--- src/rtl/mem_arbiter.sv ---
// Two-port (fetch/data) arbiter in front of a single-outstanding memory controller.
// Optional macro MEM_ARB_ROUND_ROBIN_EN replaces fixed data-over-fetch priority with round robin.
`timescale 1ns/1ps

`ifndef MEM_ADDR_BITS
`define MEM_ADDR_BITS 12
`endif
`ifndef XLEN
`define XLEN 32
`endif
`ifndef XLEN_BYTES
`define XLEN_BYTES 4
`endif

module mem_arbiter #(
    parameter int unsigned ACK_TIMEOUT = 4
) (
    input  logic                      clk,
    input  logic                      sync_reset,

    input  logic                      fetch_req,
    input  logic [`MEM_ADDR_BITS-1:0] fetch_addr,
    output logic                      fetch_grant,
    output logic                      fetch_ack,
    output logic [`XLEN-1:0]          fetch_rdata,

    input  logic                      data_req,
    input  logic [`MEM_ADDR_BITS-1:0] data_addr,
    input  logic [`XLEN_BYTES-1:0]    data_we,
    input  logic [`XLEN-1:0]          data_wdata,
    output logic                      data_grant,
    output logic                      data_ack,
    output logic [`XLEN-1:0]          data_rdata,

    output logic [`MEM_ADDR_BITS-1:0] mem_addr,
    output logic [`XLEN_BYTES-1:0]    mem_write_en,
    output logic [`XLEN-1:0]          mem_write_data,
    output logic                      mem_read_en,
    input  logic [`XLEN-1:0]          mem_read_data,
    input  logic                      mem_read_ack,

    output logic                      err_timeout
);

    typedef enum logic [1:0] {
        S_IDLE,
        S_ISSUE,
        S_WAIT
    } state_t;

    localparam logic [3:0] CNT_LAST = 4'(ACK_TIMEOUT - 1);

    state_t                      state_q, state_d;
    logic                        owner_q, owner_d;   // 1 = data port, 0 = fetch port
    logic [`MEM_ADDR_BITS-1:0]   addr_q,  addr_d;
    logic [`XLEN_BYTES-1:0]      we_q,    we_d;
    logic [`XLEN-1:0]            wdata_q, wdata_d;
    logic [3:0]                  cnt_q,   cnt_d;

    logic                        pick_data;
    logic                        is_read;
    logic                        in_issue;
    logic                        in_wait;
    logic                        timeout_hit;
    logic                        ack_any;
    logic [`XLEN-1:0]            rdata_any;

    assign is_read = (we_q == '0);

    // owner_q doubles as the most-recent-grant record for round robin
`ifdef MEM_ARB_ROUND_ROBIN_EN
    assign pick_data = data_req && (!fetch_req || !owner_q);
`else
    assign pick_data = data_req;
`endif

    always_ff @(posedge clk) begin
        if (sync_reset) begin
            state_q <= S_IDLE;
            owner_q <= 1'b1;
            addr_q  <= '0;
            we_q    <= '0;
            wdata_q <= '0;
            cnt_q   <= '0;
        end else begin
            state_q <= state_d;
            owner_q <= owner_d;
            addr_q  <= addr_d;
            we_q    <= we_d;
            wdata_q <= wdata_d;
            cnt_q   <= cnt_d;
        end
    end

    always_comb begin
        state_d = state_q;
        owner_d = owner_q;
        addr_d  = addr_q;
        we_d    = we_q;
        wdata_d = wdata_q;
        cnt_d   = cnt_q;
        unique case (state_q)
            S_IDLE: begin
                if (fetch_req || data_req) begin
                    owner_d = pick_data;
                    addr_d  = pick_data ? data_addr  : fetch_addr;
                    we_d    = pick_data ? data_we    : '0;
                    wdata_d = pick_data ? data_wdata : '0;
                    state_d = S_ISSUE;
                end
            end
            S_ISSUE: begin
                cnt_d   = '0;
                state_d = S_WAIT;
            end
            S_WAIT: begin
                if (!is_read || mem_read_ack || cnt_q == CNT_LAST) begin
                    state_d = S_IDLE;
                end else begin
                    cnt_d = cnt_q + 4'd1;
                end
            end
            default: state_d = S_IDLE;
        endcase
    end

    // Reset gates acks/errors combinationally so an aborted transaction stays silent
    always_comb begin
        in_issue       = (state_q == S_ISSUE);
        in_wait        = (state_q == S_WAIT) && !sync_reset;
        timeout_hit    = in_wait && is_read && !mem_read_ack && (cnt_q == CNT_LAST);
        ack_any        = in_wait && (!is_read || mem_read_ack || timeout_hit);
        rdata_any      = (in_wait && is_read && mem_read_ack) ? mem_read_data : '0;

        mem_addr       = in_issue ? addr_q : '0;
        mem_read_en    = in_issue && is_read;
        mem_write_en   = in_issue ? we_q : '0;
        mem_write_data = in_issue ? wdata_q : '0;

        fetch_grant    = in_issue && !owner_q;
        data_grant     = in_issue &&  owner_q;
        fetch_ack      = ack_any && !owner_q;
        data_ack       = ack_any &&  owner_q;
        fetch_rdata    = owner_q ? '0 : rdata_any;
        data_rdata     = owner_q ? rdata_any : '0;
        err_timeout    = timeout_hit;
    end

endmodule

--- config.mk ---
export PLATFORM = sky130hd
export DESIGN_NAME = mem_arbiter
export DESIGN_NICKNAME = d
export VERILOG_FILES = /design/src/rtl/mem_arbiter.sv
export SDC_FILE = /design/constraint.sdc
export NUM_CORES = 1
export LEC_CHECK = 0
export CORE_MARGIN = 5
export CORE_UTILIZATION = 39
export CTS_BUF_LIST = sky130_fd_sc_hd__clkbuf_4
export DETAILED_ROUTE_END_ITERATION = 7
export GPL_ROUTABILITY_DRIVEN = 0
export PLACE_DENSITY = 0.89
export REMOVE_ABC_BUFFERS = 1
export SKIP_CTS_REPAIR_TIMING = 1
export SKIP_LAST_GASP = 1
export SLEW_MARGIN = 20
export SYNTH_ARGS = -nofsm -noshare
export SYNTH_HDL_FRONTEND = slang
export SYNTH_SLANG_ARGS = --single-unit
--- constraint.sdc ---
create_clock -name clk -period 3.1 [get_ports clk]
set_clock_uncertainty 0.05 [all_clocks]
set_input_delay 0.775 -clock clk [delete_from_list [all_inputs] [get_ports clk]]
set_output_delay 0.775 -clock clk [all_outputs]
set_load 0.01 [all_outputs]
# Word level (Yosys, flattened, before mapping)
# Cells that the tools add are included.
classes:
  addsub: 1
  n_eq_ne: 6
  muxes: 14
  reduce_logical: 25
op_table:
  columns: ["op", "count"]
  rows:
  - ["32-bit two-way mux", 5]
  - ["12-bit two-way mux", 2]
  - ["4-bit two-way mux", 3]
  - ["1-bit logical AND", 11]
  - ["4-bit case mux with 2 select lines", 1]
  - ["2-bit != test, second input constant", 3]
  - ["2-bit case mux with 3 select lines", 1]
  - ["2-bit AND reduction", 3]
  - ["4-bit by 1-bit adder with 4-bit output, second input constant", 1]
  - ["4-bit by 2-bit equality test with 1-bit output, second input constant", 1]
  - ["1-bit zero test", 4]
  - ["4-bit zero test", 1]
  - ["1-bit logical OR", 4]
  - ["2-bit two-way mux", 2]
  - ["2-bit by 1-bit equality test with 1-bit output, second input constant", 1]
  - ["2-bit equality test, second input constant", 1]
  - ["2-bit zero test", 1]
  - ["2-bit nonzero test", 1]
totals:
  register_bits: 55
  inputBits: 97
  wordCells: 52

# Depth between registers and ports, before layout
# Gate-level depths: netlist of run 1.
logic_depth:
  word_depth: 8
  mapped_depth: 6
  depth_no_buf: 4

# Least setup slack after synthesis of run 1
# No wires, ideal clock.
synth_timing:
  path_kind: "input-to-output"
  startpoint: "in sync_reset"
  endpoint: "out data_rdata[10]"
  t_arrival_ps: 1733
  required_time_ps: 2275
  setup_slack_ps: 542
  stages: 4
  path_cell_list: "nor3b_1 > and4_1 > clkbuf_1 > and2_1"
synth_between:
  elab_chain_cells: 6
synth_rtl:
  columns: ["element", "line", "text"]
  rows:
  - ["from (decl)", "19", "input logic sync_reset,"]
  - ["1-bit zero test", "130", "in_wait = (state_q == S_WAIT) && !sync_reset;"]
  - ["1-bit logical AND", "130", null]
  - ["1-bit logical AND (2 in series)", "133", "rdata_any = (in_wait && is_read && mem_read_ack) ? mem_read_data : '0;"]
  - ["32-bit two-way mux", "133", null]
  - ["32-bit two-way mux", "145", "data_rdata = owner_q ? rdata_any : '0;"]
  - ["to (decl)", "33", "output logic [`XLEN-1:0] data_rdata,"]
# Every way passes these cells.

# Worst setup path after layout of run 1
layout_timing:
  startpoint: "in mem_read_ack"
  endpoint: "out fetch_rdata[17]"
layout_between:
  elab_chain_cells: 3
layout_rtl:
  columns: ["element", "line", "text"]
  rows:
  - ["from (decl)", "40", "input logic mem_read_ack,"]
  - ["1-bit logical AND", "133", null]
  - ["32-bit two-way mux", "133", null]
  - ["32-bit two-way mux", "144", "fetch_rdata = owner_q ? '0 : rdata_any;"]
  - ["to (decl)", "25", "output logic [`XLEN-1:0] fetch_rdata,"]
# Every way passes these cells.

==> results.cfg, run 1 <==
[status]
outcome = finished with violations
violations = negative setup slack

[hold_path]
hold_path_end = wdata_q[25]
holdCritPathClass = reg -> reg
min-delay-start = wdata_q[25]
hold_depth = 2

[clock_tree]
numCtsBuffers = 5
cts_max_level = 2
cts_max_path_buffers = 2
cts.reportedPaths.clkPinSlew_ns = 0.17
clkLatencyLatePin_ns = 0.37
root_buffer = clkbuf_4
cts_tree = built
cts.sinks = 55

[synth]
synth_flop_cell = dfxtp_1
synth_cell_types = 34
synth-edff-count = 0
yosysWarnings = 0
syn-cell-area_sq_mm = 0.00302
syn_avg_cell_area_sq_um = 7.64
syn_inst = 396
ys_seq_elements = 55
yosysSeqAreaShare = 0.364
async_flop_share = 0

[drt]
detail_route.vias_per_cell = 5.15
drc = 0
dr.pass1.iters = 4
wl_um = 12300
wl_per_cell_um = 17.4
drtIter0Drc = 113
vias = 3632
antenna_left = 0

[floorplan]
die_h_um = 98.1
ios = 215
start_util = 0.395
core_area_sq_mm = 0.00765
die_w_um = 98.1
rows = 32
die-area_sq_mm = 0.00962

[sta]
slew_headroom = 0.450
setup_ws_ns = -0.0501
setup_viol = 1
rsz0062_at_grt = true
fin_setup_tns_ns = -0.0501
drv_slew = 0
period_share = 1.02
clock.fmax_ghz = 0.317
worst_pin_slew_ns = 0.822
hold_violations = 0
hold_ws_ns = 0.430
post-route-min-period_ns = 3.15

[critical_path]
r2r_end = cnt_q[0]
regToRegSetupSlack_ns = 1.33
path_class = in -> out
worstPathRequired_ns = 2.27
crit_fanout = 16
r2r_start = we_q[3]
start_kind = primary input
cp.arrival_ns = 2.33
crit_path_end_kind = output pin
r2r_cells = 3

[global_route]
grt_pass1_wl_um = 17300
grt.overflow.total = 0
antenna_found_initial = 0
grt_usage = 0.218
grt_max_degree = 56
grt_pass1_vias = 3439

[pwr]
power_density_mw_per_mm2 = 291
ir_worst_vdd_mv = 0.319
p_leak_nw = 3.27

[finish]
fill_cells = 545
drive_gt1_frac = 0.0746
area_growth_pct = 87.4
num_antenna_cells = 0
layout_common_cells = clkdlybuf4s50_1, and2_1, dlymetal6s2s_1, dfxtp_1, a21oi_1
final_common_cell = clkdlybuf4s50_1
utilization = 0.741
nets = 700

[place]
portBuffers = 214
dpl.hpwl_um = 8720

[run]
maxCapViolCount = 0
==> routing by layer <==
metal | share of wire | vias to the layer above | wire (um) | global-route usage
met5 | 0 | - | 0 | 0
met4 | 0.022 | 0 | 265 | 0.0639
met3 | 0.10 | 20 | 1220 | 0.0886
met2 | 0.50 | 185 | 6170 | 0.393
met1 | 0.37 | 1673 | 4590 | 0.232
li1 | - | 1754 | - | -
==> stage by stage <==
stage	setup slack, ns	std cells	total power [mW]	instance area [sq um]
after floorplan	0.437	360	0.961	2890
after detailed placement	-0.153	693	1.24	5320
after CTS	-0.154	701	1.65	5400
after global routing	-0.0914	705	1.74	5670
after global placement	-0.123	693	1.23	5320
final	-0.0501	705	1.65	5670
==> final cells by class <==
cell class / instances / area, sq um / area share
Multi-Input combinational cell: 304 / 1840 / 0.324
Clock buffer: 6 / 45.0 / 0.00795
Sequential cell: 55 / 1100 / 0.194
Timing Repair Buffer: 235 / 2510 / 0.444
Tap cell: 102 / 128 / 0.0225
Clock inverter: 2 / 38.8 / 0.00684
Inverter: 1 / 3.75 / 0.000662
==> worst max-delay path, cell delays in order <==
cell,delay [ns]
clkdlybuf4s50_1,0.51
and4_4,0.25
buf_12,0.13
and2_1,0.13
clkdlybuf4s50_1,0.53
==> synthesized netlist by cell type, types with 2 or more instances <==
| cell type | instances | area, sq um |
|---|---|---|
| and2_1 | 112 | 701 |
| dfxtp_1 | 55 | 1100 |
| a21oi_1 | 51 | 255 |
| nand2_1 | 37 | 139 |
| o21ai_0 | 36 | 180 |
| clkbuf_1 | 34 | 128 |
| a211oi_1 | 12 | 90.1 |
| mux2i_1 | 12 | 120 |
| nor2_1 | 9 | 33.8 |
| nand4_1 | 4 | 25.0 |
| nor3b_1 | 3 | 22.5 |
| a31oi_1 | 2 | 12.5 |
| and4_1 | 2 | 17.5 |
| nand3_1 | 2 | 10.0 |
| nor2b_1 | 2 | 12.5 |
| nor3_1 | 2 | 10.0 |
| o311ai_0 | 2 | 17.5 |
| or3b_2 | 2 | 17.5 |
| or4_1 | 2 | 15.0 |
==> cells by family after synthesis <==
group / Yosys count / share of synthesized area
AND/OR/NAND/NOR: 184 / 0.353
AO/OA/AOI/OAI: 107 / 0.193
flip-flops: 55 / 0.364
buffers and inverters: 37 / 0.0463
multiplexers: 12 / 0.0397
adder cells (fa/ha/maj): 1 / 0.00414
==> power breakdown <==
group          switching (mW)  leakage (nW)  internal [mW]  total (mW)
clock network           0.230        0.0463          0.182       0.412
registers              0.0263         0.452          0.760       0.787
logic                   0.209          2.77          0.243       0.452
total                   0.465          3.27           1.19        1.65
==> registers in the layout, indices dropped and copies added, names as in the netlist <==
| register | flops |
|---|---|
| we_q | 4 |
| addr_q | 12 |
| state_q | 2 |
| owner_q | 1 |
| wdata_q | 32 |
| cnt_q | 4 |
==> how the worst max path moves through the flow <==
stage	from	to	slack, ns	cells past startpoint
CTS	sync_reset	fetch_rdata[23]	-0.15	7
global route	mem_read_ack	fetch_rdata[17]	-0.09	5
global placement	sync_reset	fetch_rdata[30]	-0.12	7
floorplan	sync_reset	data_rdata[0]	0.44	3
detailed placement	sync_reset	fetch_rdata[23]	-0.15	7
finish	mem_read_ack	fetch_rdata[17]	-0.05	5
Note: power is estimated with default switching activity, not from simulation.
==> inputs of run 2 (changes only) <==
CTS_CLUSTER_DIAMETER = 60   (was unset)
==> results of run 2 <==
Final layout, timing and power as in run 1 (identical DEF).
